## src/rtl/regfile_mp.sv

```systemverilog
// ----------------------------------------------------------------------------
// regfile_mp
//   Multi-ported register file for the CPU datapath. Decode reads operands and
//   allocates destinations; writeback retires results through the write ports.
//
//   Features:
//     - NUM_RD combinational read ports, NUM_WR synchronous write ports
//     - optional same-cycle write-to-read bypass (BYPASS)
//     - optional hardwired-zero register 0 (ZERO_REG)
//     - per-register busy scoreboard (set by alloc, cleared by write)
//     - registered one-cycle pulse flagging colliding write addresses
//
//   Ports:
//     clk          clock, all state updates on the rising edge
//     rst          asynchronous active-low reset
//     ra           packed read addresses, port i at [i*ADDR_SIZE +: ADDR_SIZE]
//     rd           packed read data, port i at [i*WIDTH +: WIDTH]
//     rd_busy      busy flag of the register addressed by each read port
//     wa, wd, we   packed write addresses / data / enables
//     alloc_en     mark alloc_addr busy on the next rising edge
//     alloc_addr   register to mark busy
//     wr_conflict  pulse: two or more enabled writes hit one address last cycle
// ----------------------------------------------------------------------------
module regfile_mp #(
    parameter int WIDTH     = 16,
    parameter int DEPTH     = 32,
    parameter int ADDR_SIZE = $clog2(DEPTH),
    parameter int NUM_RD    = 3,
    parameter int NUM_WR    = 2,
    parameter bit ZERO_REG  = 1'b1,
    parameter bit BYPASS    = 1'b1
) (
    input  logic                        clk,
    input  logic                        rst,
    input  logic [NUM_RD*ADDR_SIZE-1:0] ra,
    output logic [NUM_RD*WIDTH-1:0]     rd,
    output logic [NUM_RD-1:0]           rd_busy,
    input  logic [NUM_WR*ADDR_SIZE-1:0] wa,
    input  logic [NUM_WR*WIDTH-1:0]     wd,
    input  logic [NUM_WR-1:0]           we,
    input  logic                        alloc_en,
    input  logic [ADDR_SIZE-1:0]        alloc_addr,
    output logic                        wr_conflict
);

    // One extra bit so DEPTH itself is representable when DEPTH is a power of two.
    localparam logic [ADDR_SIZE:0] DEPTH_L = (ADDR_SIZE+1)'(DEPTH);

    logic [WIDTH-1:0]     r_regs [DEPTH];
    logic [DEPTH-1:0]     r_busy;
    logic                 r_wrConflict;

    logic [ADDR_SIZE-1:0] w_wrAddr [NUM_WR];
    logic [WIDTH-1:0]     w_wrData [NUM_WR];
    logic [NUM_WR-1:0]    w_wrValid;
    logic                 w_allocValid;
    logic                 w_conflict;

    // An address names real storage only if it is below DEPTH and is not the
    // hardwired zero register. Everything else reads 0 and ignores updates.
    function automatic logic addrOk(input logic [ADDR_SIZE-1:0] a);
        logic inRange;
        logic isZero;
        inRange = ({1'b0, a} < DEPTH_L);
        isZero  = ZERO_REG && (a == '0);
        return inRange && !isZero;
    endfunction

    for (genvar j = 0; j < NUM_WR; j++) begin : g_wrPort
        assign w_wrAddr[j]  = wa[j*ADDR_SIZE +: ADDR_SIZE];
        assign w_wrData[j]  = wd[j*WIDTH +: WIDTH];
        assign w_wrValid[j] = we[j] && addrOk(w_wrAddr[j]);
    end

    assign w_allocValid = alloc_en && addrOk(alloc_addr);

    // Dropped writes (register 0, out of range) never count as collisions.
    always_comb begin
        w_conflict = 1'b0;
        for (int j = 0; j < NUM_WR; j++) begin
            for (int k = j + 1; k < NUM_WR; k++) begin
                if (w_wrValid[j] && w_wrValid[k] && (w_wrAddr[j] == w_wrAddr[k])) begin
                    w_conflict = 1'b1;
                end
            end
        end
    end

    // Storage and scoreboard. Later write ports are applied after earlier ones
    // so the highest index wins on a collision; the alloc update comes last so
    // a newly issued producer overrides a retiring one on the same register.
    always_ff @(posedge clk or negedge rst) begin
        if (!rst) begin
            for (int k = 0; k < DEPTH; k++) begin
                r_regs[k] <= '0;
            end
            r_busy       <= '0;
            r_wrConflict <= 1'b0;
        end else begin
            for (int j = 0; j < NUM_WR; j++) begin
                if (w_wrValid[j]) begin
                    r_regs[w_wrAddr[j]] <= w_wrData[j];
                    r_busy[w_wrAddr[j]] <= 1'b0;
                end
            end
            if (w_allocValid) begin
                r_busy[alloc_addr] <= 1'b1;
            end
            r_wrConflict <= w_conflict;
        end
    end

    assign wr_conflict = r_wrConflict;

    for (genvar i = 0; i < NUM_RD; i++) begin : g_rdPort
        logic [ADDR_SIZE-1:0] w_addr;
        logic                 w_ok;
        logic                 w_hit;
        logic [WIDTH-1:0]     w_bypData;
        logic                 w_allocHit;

        assign w_addr     = ra[i*ADDR_SIZE +: ADDR_SIZE];
        assign w_ok       = addrOk(w_addr);
        assign w_allocHit = w_allocValid && (alloc_addr == w_addr);

        // Scan write ports in ascending order so the last match is the same
        // port that wins the storage update.
        always_comb begin
            w_hit     = 1'b0;
            w_bypData = '0;
            if (BYPASS) begin
                for (int j = 0; j < NUM_WR; j++) begin
                    if (w_wrValid[j] && (w_wrAddr[j] == w_addr)) begin
                        w_hit     = 1'b1;
                        w_bypData = w_wrData[j];
                    end
                end
            end
        end

        // A forwarded write also retires the producer, unless a new producer
        // is being allocated to the same register in this very cycle.
        always_comb begin
            rd[i*WIDTH +: WIDTH] = '0;
            rd_busy[i]           = 1'b0;
            if (w_ok) begin
                rd[i*WIDTH +: WIDTH] = r_regs[w_addr];
                rd_busy[i]           = r_busy[w_addr];
            end
            if (w_hit) begin
                rd[i*WIDTH +: WIDTH] = w_bypData;
                if (!w_allocHit) begin
                    rd_busy[i] = 1'b0;
                end
            end
        end
    end

endmodule

```

## config.mk

```make
export PLATFORM = sky130hd
export DESIGN_NAME = regfile_mp
export DESIGN_NICKNAME = d
export VERILOG_FILES = /design/src/rtl/regfile_mp.sv
export SDC_FILE = /design/constraint.sdc
export NUM_CORES = 2
export LEC_CHECK = 0
export ABC_AREA = 1
export BUFFER_PORTS_ARGS = -buffer_cell sky130_fd_sc_hd__buf_2
export CELL_PAD_IN_SITES_DETAIL_PLACEMENT = 1
export CELL_PAD_IN_SITES_GLOBAL_PLACEMENT = 2
export CORE_UTILIZATION = 30
export CTS_BUF_LIST = sky130_fd_sc_hd__clkbuf_2 sky130_fd_sc_hd__clkbuf_4 sky130_fd_sc_hd__clkbuf_8
export CTS_CLUSTER_SIZE = 40
export DETAILED_ROUTE_END_ITERATION = 6
export PLACE_DENSITY = 0.81
export SYNTH_ARGS = -nofsm -noshare
export SYNTH_HDL_FRONTEND = slang
export SYNTH_SLANG_ARGS = --single-unit
```

## constraint.sdc

```tcl
create_clock -name clk -period 4.3 [get_ports clk]
set_input_delay 0.86 -clock clk [delete_from_list [all_inputs] [get_ports clk]]
set_output_delay 0.86 -clock clk [all_outputs]
set_load 0.02 [all_outputs]
```

==> After elaboration in Yosys (flattened, before gate mapping) <==
Cells that the tools add are included.
{ "totals": {"word_cells": 158, "reg_bits": 545} }
{ "op_classes": {"muxes": 60, "bitwise_logic": 10, "n_reduce_logical": 28, "magnitude_cmp": 16, "eq_ne": 10} }
{ "ops": {"columns": ["op", "count"], "rows": [
  ["bitwise mux 512 bit", 2],
  ["two-way mux 512 bit", 2],
  ["two-way mux 16 bit", 20],
  ["binary-select mux 16 bit (select 5 bit)", 3],
  ["demux 16 bit (select 5 bit)", 2],
  ["two-way mux 32 bit", 3],
  ["AND 32 bit", 2],
  ["NOT 32 bit", 2],
  ["== test 5 bit", 10],
  ["< comparator 5 x 6 -> 1 bit (second input constant)", 6],
  ["bitwise OR 32 bit", 1],
  ["greater-or-equal comparator 6 bit (second input constant)", 5],
  ["logical NOT 5 bit", 6],
  ["NOT 5 -> 6 bit", 5],
  ["two-way mux 1 bit", 22],
  ["logical AND 1 bit", 19],
  ["binary-select mux 1 bit (select 5 bit)", 3],
  ["demux 1 bit (select 5 bit)", 3],
  ["greater-or-equal comparator 5 x 1 -> 1 bit (second input constant)", 3],
  ["< comparator 6 x 1 -> 1 bit (second input constant)", 2],
  ["logical NOT 1 bit", 3]
]} }

==> Logic depth before layout (Yosys ltp) <==
{ "depth": {"word_depth": 11, "mapped_depth": 13} }

==> Worst setup path before layout <==
No wires, ideal clock.
{ "synth_path": {"path_type": "input-to-output", "from": "input port ra[0]", "to": "output port rd_busy[0]", "arrival_time_ps": 2184, "slack_ps": 1256, "path_buffers": 4, "cell_stages": 11, "path_cell_list": "buf_4 inv_1 buf_2 buf_4 buf_2 o21ai_0 nand3_1 nand3_1 nand2_1 nor2_1 nor2_1"} }
{ "synth_between": {"elab_chain_cells": 5, "elab_cells_between_ends": 14, "classes_between": "3 x eq/ne; 7 x mux; 4 x reduce/logical"} }
{ "synth_lines": {"columns": ["item", "line", "rtl"], "rows": [
  ["start, declared", "35", "input logic [NUM_RD*ADDR_SIZE-1:0] ra,"],
  ["binary-select mux 1 bit (select 5 bit) / == test 5 bit (equally long branches)", "148, 133", null],
  ["two-way mux 1 bit (implied by the code) / logical AND 1 bit (equally long branches)", "148, 133", null],
  ["two-way mux 1 bit, on equally long branches", "146, 133", null],
  ["two-way mux 1 bit, on equally long branches", "152, 133", null],
  ["two-way mux 1 bit (*)", "150", "if (w_hit) begin"],
  ["end, declared", "37", "output logic [NUM_RD-1:0] rd_busy,"]
]} }
Every way passes the cells marked *; elsewhere a longest branch is shown, timed or not. The select of a mux whose other input is x is not followed.

==> Final worst setup path <==
{ "layout_path": {"from": "input port ra[5]", "to": "output port rd[28]"} }
{ "layout_between": {"elab_chain_cells": 6, "elab_cells_between_ends": 15, "classes_between": "2 x eq/ne; 9 x mux; 1 x bitwise; 3 x reduce/logical"} }
{ "layout_lines": {"columns": ["item", "line", "rtl"], "rows": [
  ["NOT 5 -> 6 bit (implied by the code)", "147", "rd[i*WIDTH +: WIDTH] = r_regs[w_addr];"],
  ["binary-select mux 16 bit (select 5 bit)", "147", null],
  ["two-way mux 16 bit (implied by the code) (2 in a row)", "147", null],
  ["two-way mux 16 bit", "146", "if (w_ok) begin"],
  ["two-way mux 16 bit (*)", "150", null],
  ["end, declared", "36", "output logic [NUM_RD*WIDTH-1:0] rd,"]
]} }
Marked as above.

==> out/results.tsv <==
metric	value	unit
status	complete, no violations	
drc	0	
critPathMaxStageDelay	0.43	ns
ctsHoldBuffers	0	
path_buf_inv	3	
cts_resized	0	
htree_levels	3	
p_leak	23.6	nW
crit_chain	buf_8, buf_12, nand2_1, o211ai_1, nand2_1, a21oi_1, nand2_1, nand3_1, nand2_1, buf_2	
gp_congestion	0.959	
fin_crit_sh	0.968	
multi_input_area	25000	sq um
synthFlopType	dfrtp_1	
cts_sinks	545	
cts_buffers	112	
skew	0	ns
cp.depth	10	
dieWidth	385	um
final_common_cell	nand2_1	
synth_area	44100	sq um
maxSlewViolCount	0	
async_flop_share	1.00	
critPathCaptureType	output pin	
r2r-end	r_regs[43]$_DFF_PN0_	
vdd_drop_max	250	uV
pwr_density_cell	429	nW/um^2
rr_startpoint	r_regs[43]$_DFF_PN0_	
die-area	148000	sq um
hold_viol_final	0	
setup_viol	0	
regArea	13600	sq um
period_minus_slack	4.16	ns
start_util	0.302	
initialDrtViolationCount	6557	
crit_slowest_cell	a21oi_1	
dp_slack	0.282	ns
ioPinCount	119	
die-height	385	um
synthToLayoutAreaGrowth	12.6	%
r2r_cells	4	
hp-class	primary input to asynchronous set/reset pin	
synth_fp_nets	7351	
worstPathRequired	3.44	ns
cts_setup_buffers	0	
path_class	primary input to output pin	
crit_path_end	rd[28]	
num_rows	140	
grtUsageTotal	0.366	
drv_cap	0	
ys.warnings.count	0	
ys_seq_area_frac	0.310	
grt_pass1_wl	392	mm
worstPathArrival	3.30	ns
syn_area_per_cell	6.05	sq um
nets	7203	
detail_route.wirelength	277	mm
netlist_instances	7284	
worst_pin_slew	1.24	ns
yosys_register_bits	545	
via_per_inst	6.06	
grt_max_degree	105	
cp-startpoint	ra[5]	
cts_tree	done	
setup_ws	0.136	ns
fill_cells	19000	
crit_family	buffers and inverters	
core-area	146000	sq um
cp_max_fo	104	
grt_pass1_vias	54300	
start_kind	primary input	
cts.path.max_buffers	3	
wl_per_cell	30.3	um
worstSkewPairLatency	0.85	ns
synth.distinct_cells	38	
detail-route-antenna-nets	0	
firstDrtPassIters	6	
antenna_found_initial	26	
fmax	240	MHz
layout-drive-gt1-share	0.0995	
relSlewSlack	0.172	
rrSetupSlack	3.29	ns
clkTransAtPathRegs	0.06	ns
synth_edf_count	0	
rsz0062_at_grt	false	
fin_tns_setup	0	ns
vias	55500	
cpMostUsedCell	nand2_1	
port_buffers	118	
final_cell_mix	nand2_1 (2342), nand3_1 (1289), o21ai_0 (790)	
cts_root_buf	clkbuf_8	
place_hpwl	181	mm
grt_overflow	0	
-- metrics by stage --
stage | utilization | power [W] | cells | hold WS [ns] | area (sq um)
finish | 0.341 | 0.0213 | 9152 | 0.0191 | 49600
global route | 0.340 | 0.0224 | 9146 | 0.123 | 49600
global placement | 0.323 | 0.0143 | 8939 | 0.365 | 47100
floorplan | - | 0.0119 | 7284 | 0.429 | 44100
CTS | 0.340 | 0.0211 | 9142 | 0.0789 | 49600
detailed placement | 0.323 | 0.0146 | 8939 | 0.367 | 47100
-- cells in the mapped netlist, types with 4 or more instances --
cell type	n	area [sq um]
nor2_2	22	138
o21ai_1	108	541
inv_4	4	25.0
o211ai_1	226	1700
xnor2_1	11	96.3
clkbuf_2	5	25.0
xor2_1	20	175
clkbuf_1	302	1130
buf_6	10	113
nor2_1	188	706
dfrtp_1	545	13600
buf_1	75	282
o32ai_1	4	35.0
buf_4	29	218
nand4_1	7	43.8
inv_2	33	124
a21oi_1	274	1370
a211oi_1	18	135
inv_1	666	2500
nand3_2	10	100
nand3_1	1290	6460
nand2_2	14	87.6
nor2_4	17	191
nand2_1	2342	8790
clkinv_1	10	37.5
o22ai_1	19	119
buf_2	225	1130
o21ai_0	790	3950
nor3_1	5	25.0
-- worst min-delay path by stage --
stage	endpoint	depth (start not counted)	startpoint
floorplan	r_regs[496]$_DFF_PN0_	1	r_regs[496]$_DFF_PN0_
global placement	r_regs[502]$_DFF_PN0_	0	r_regs[502]$_DFF_PN0_
detailed placement	r_regs[499]$_DFF_PN0_	0	r_regs[499]$_DFF_PN0_
CTS	r_regs[203]$_DFF_PN0_	1	rst
global route	r_regs[255]$_DFF_PN0_	1	rst
finish	r_regs[255]$_DFF_PN0_	1	rst
-- flip-flops by register name, indices dropped and copies added (netlist names) --
name / flops
r_busy: 32
r_regs: 512
wr_conflict: 1
-- metal layers --
layer / vias to the layer above / share of wire / global-route usage
li1: 23400 / - / -
met1: 27400 / 0.38 / 0.450
met2: 3560 / 0.43 / 0.550
met3: 1110 / 0.11 / 0.0841
met4: 18 / 0.087 / 0.291
met5: - / 0.00046 / 0
-- cells by family after synthesis --
kind of cell / Yosys count / share of synthesized area
and+or+nand+nor: 3908 / 0.379
AOI/OAI and AO/OA: 1441 / 0.179
xor gates and xnor gates: 31 / 0.00616
buffers and inverters: 1359 / 0.127
DFF: 545 / 0.310
-- power by group --
part	switching, W	internal, W	leakage (nW)
logic	0.00515	0.00231	15.8
clock network	0.00289	0.00360	1.33
registers	0.000876	0.00645	6.47
-- final cells by class --
type | instances | area share
clock buffer | 180 | 0.0455
timing repair buffer | 384 | 0.0683
clock inverter | 23 | 0.00507
sequential | 545 | 0.275
tap | 1917 | 0.0483
inverter | 713 | 0.0548
antenna | 10 | 0.000504
multi-input combinational | 5380 | 0.503
-- worst reg2reg max path, delay by kind of cell (launching register included) --
kind	cells	cell delay, ns
buf+inv	1	0.21
flops	1	0.36
simple gates	1	0.08
compound gates	2	0.22
(Power assumes the default switching activity.)
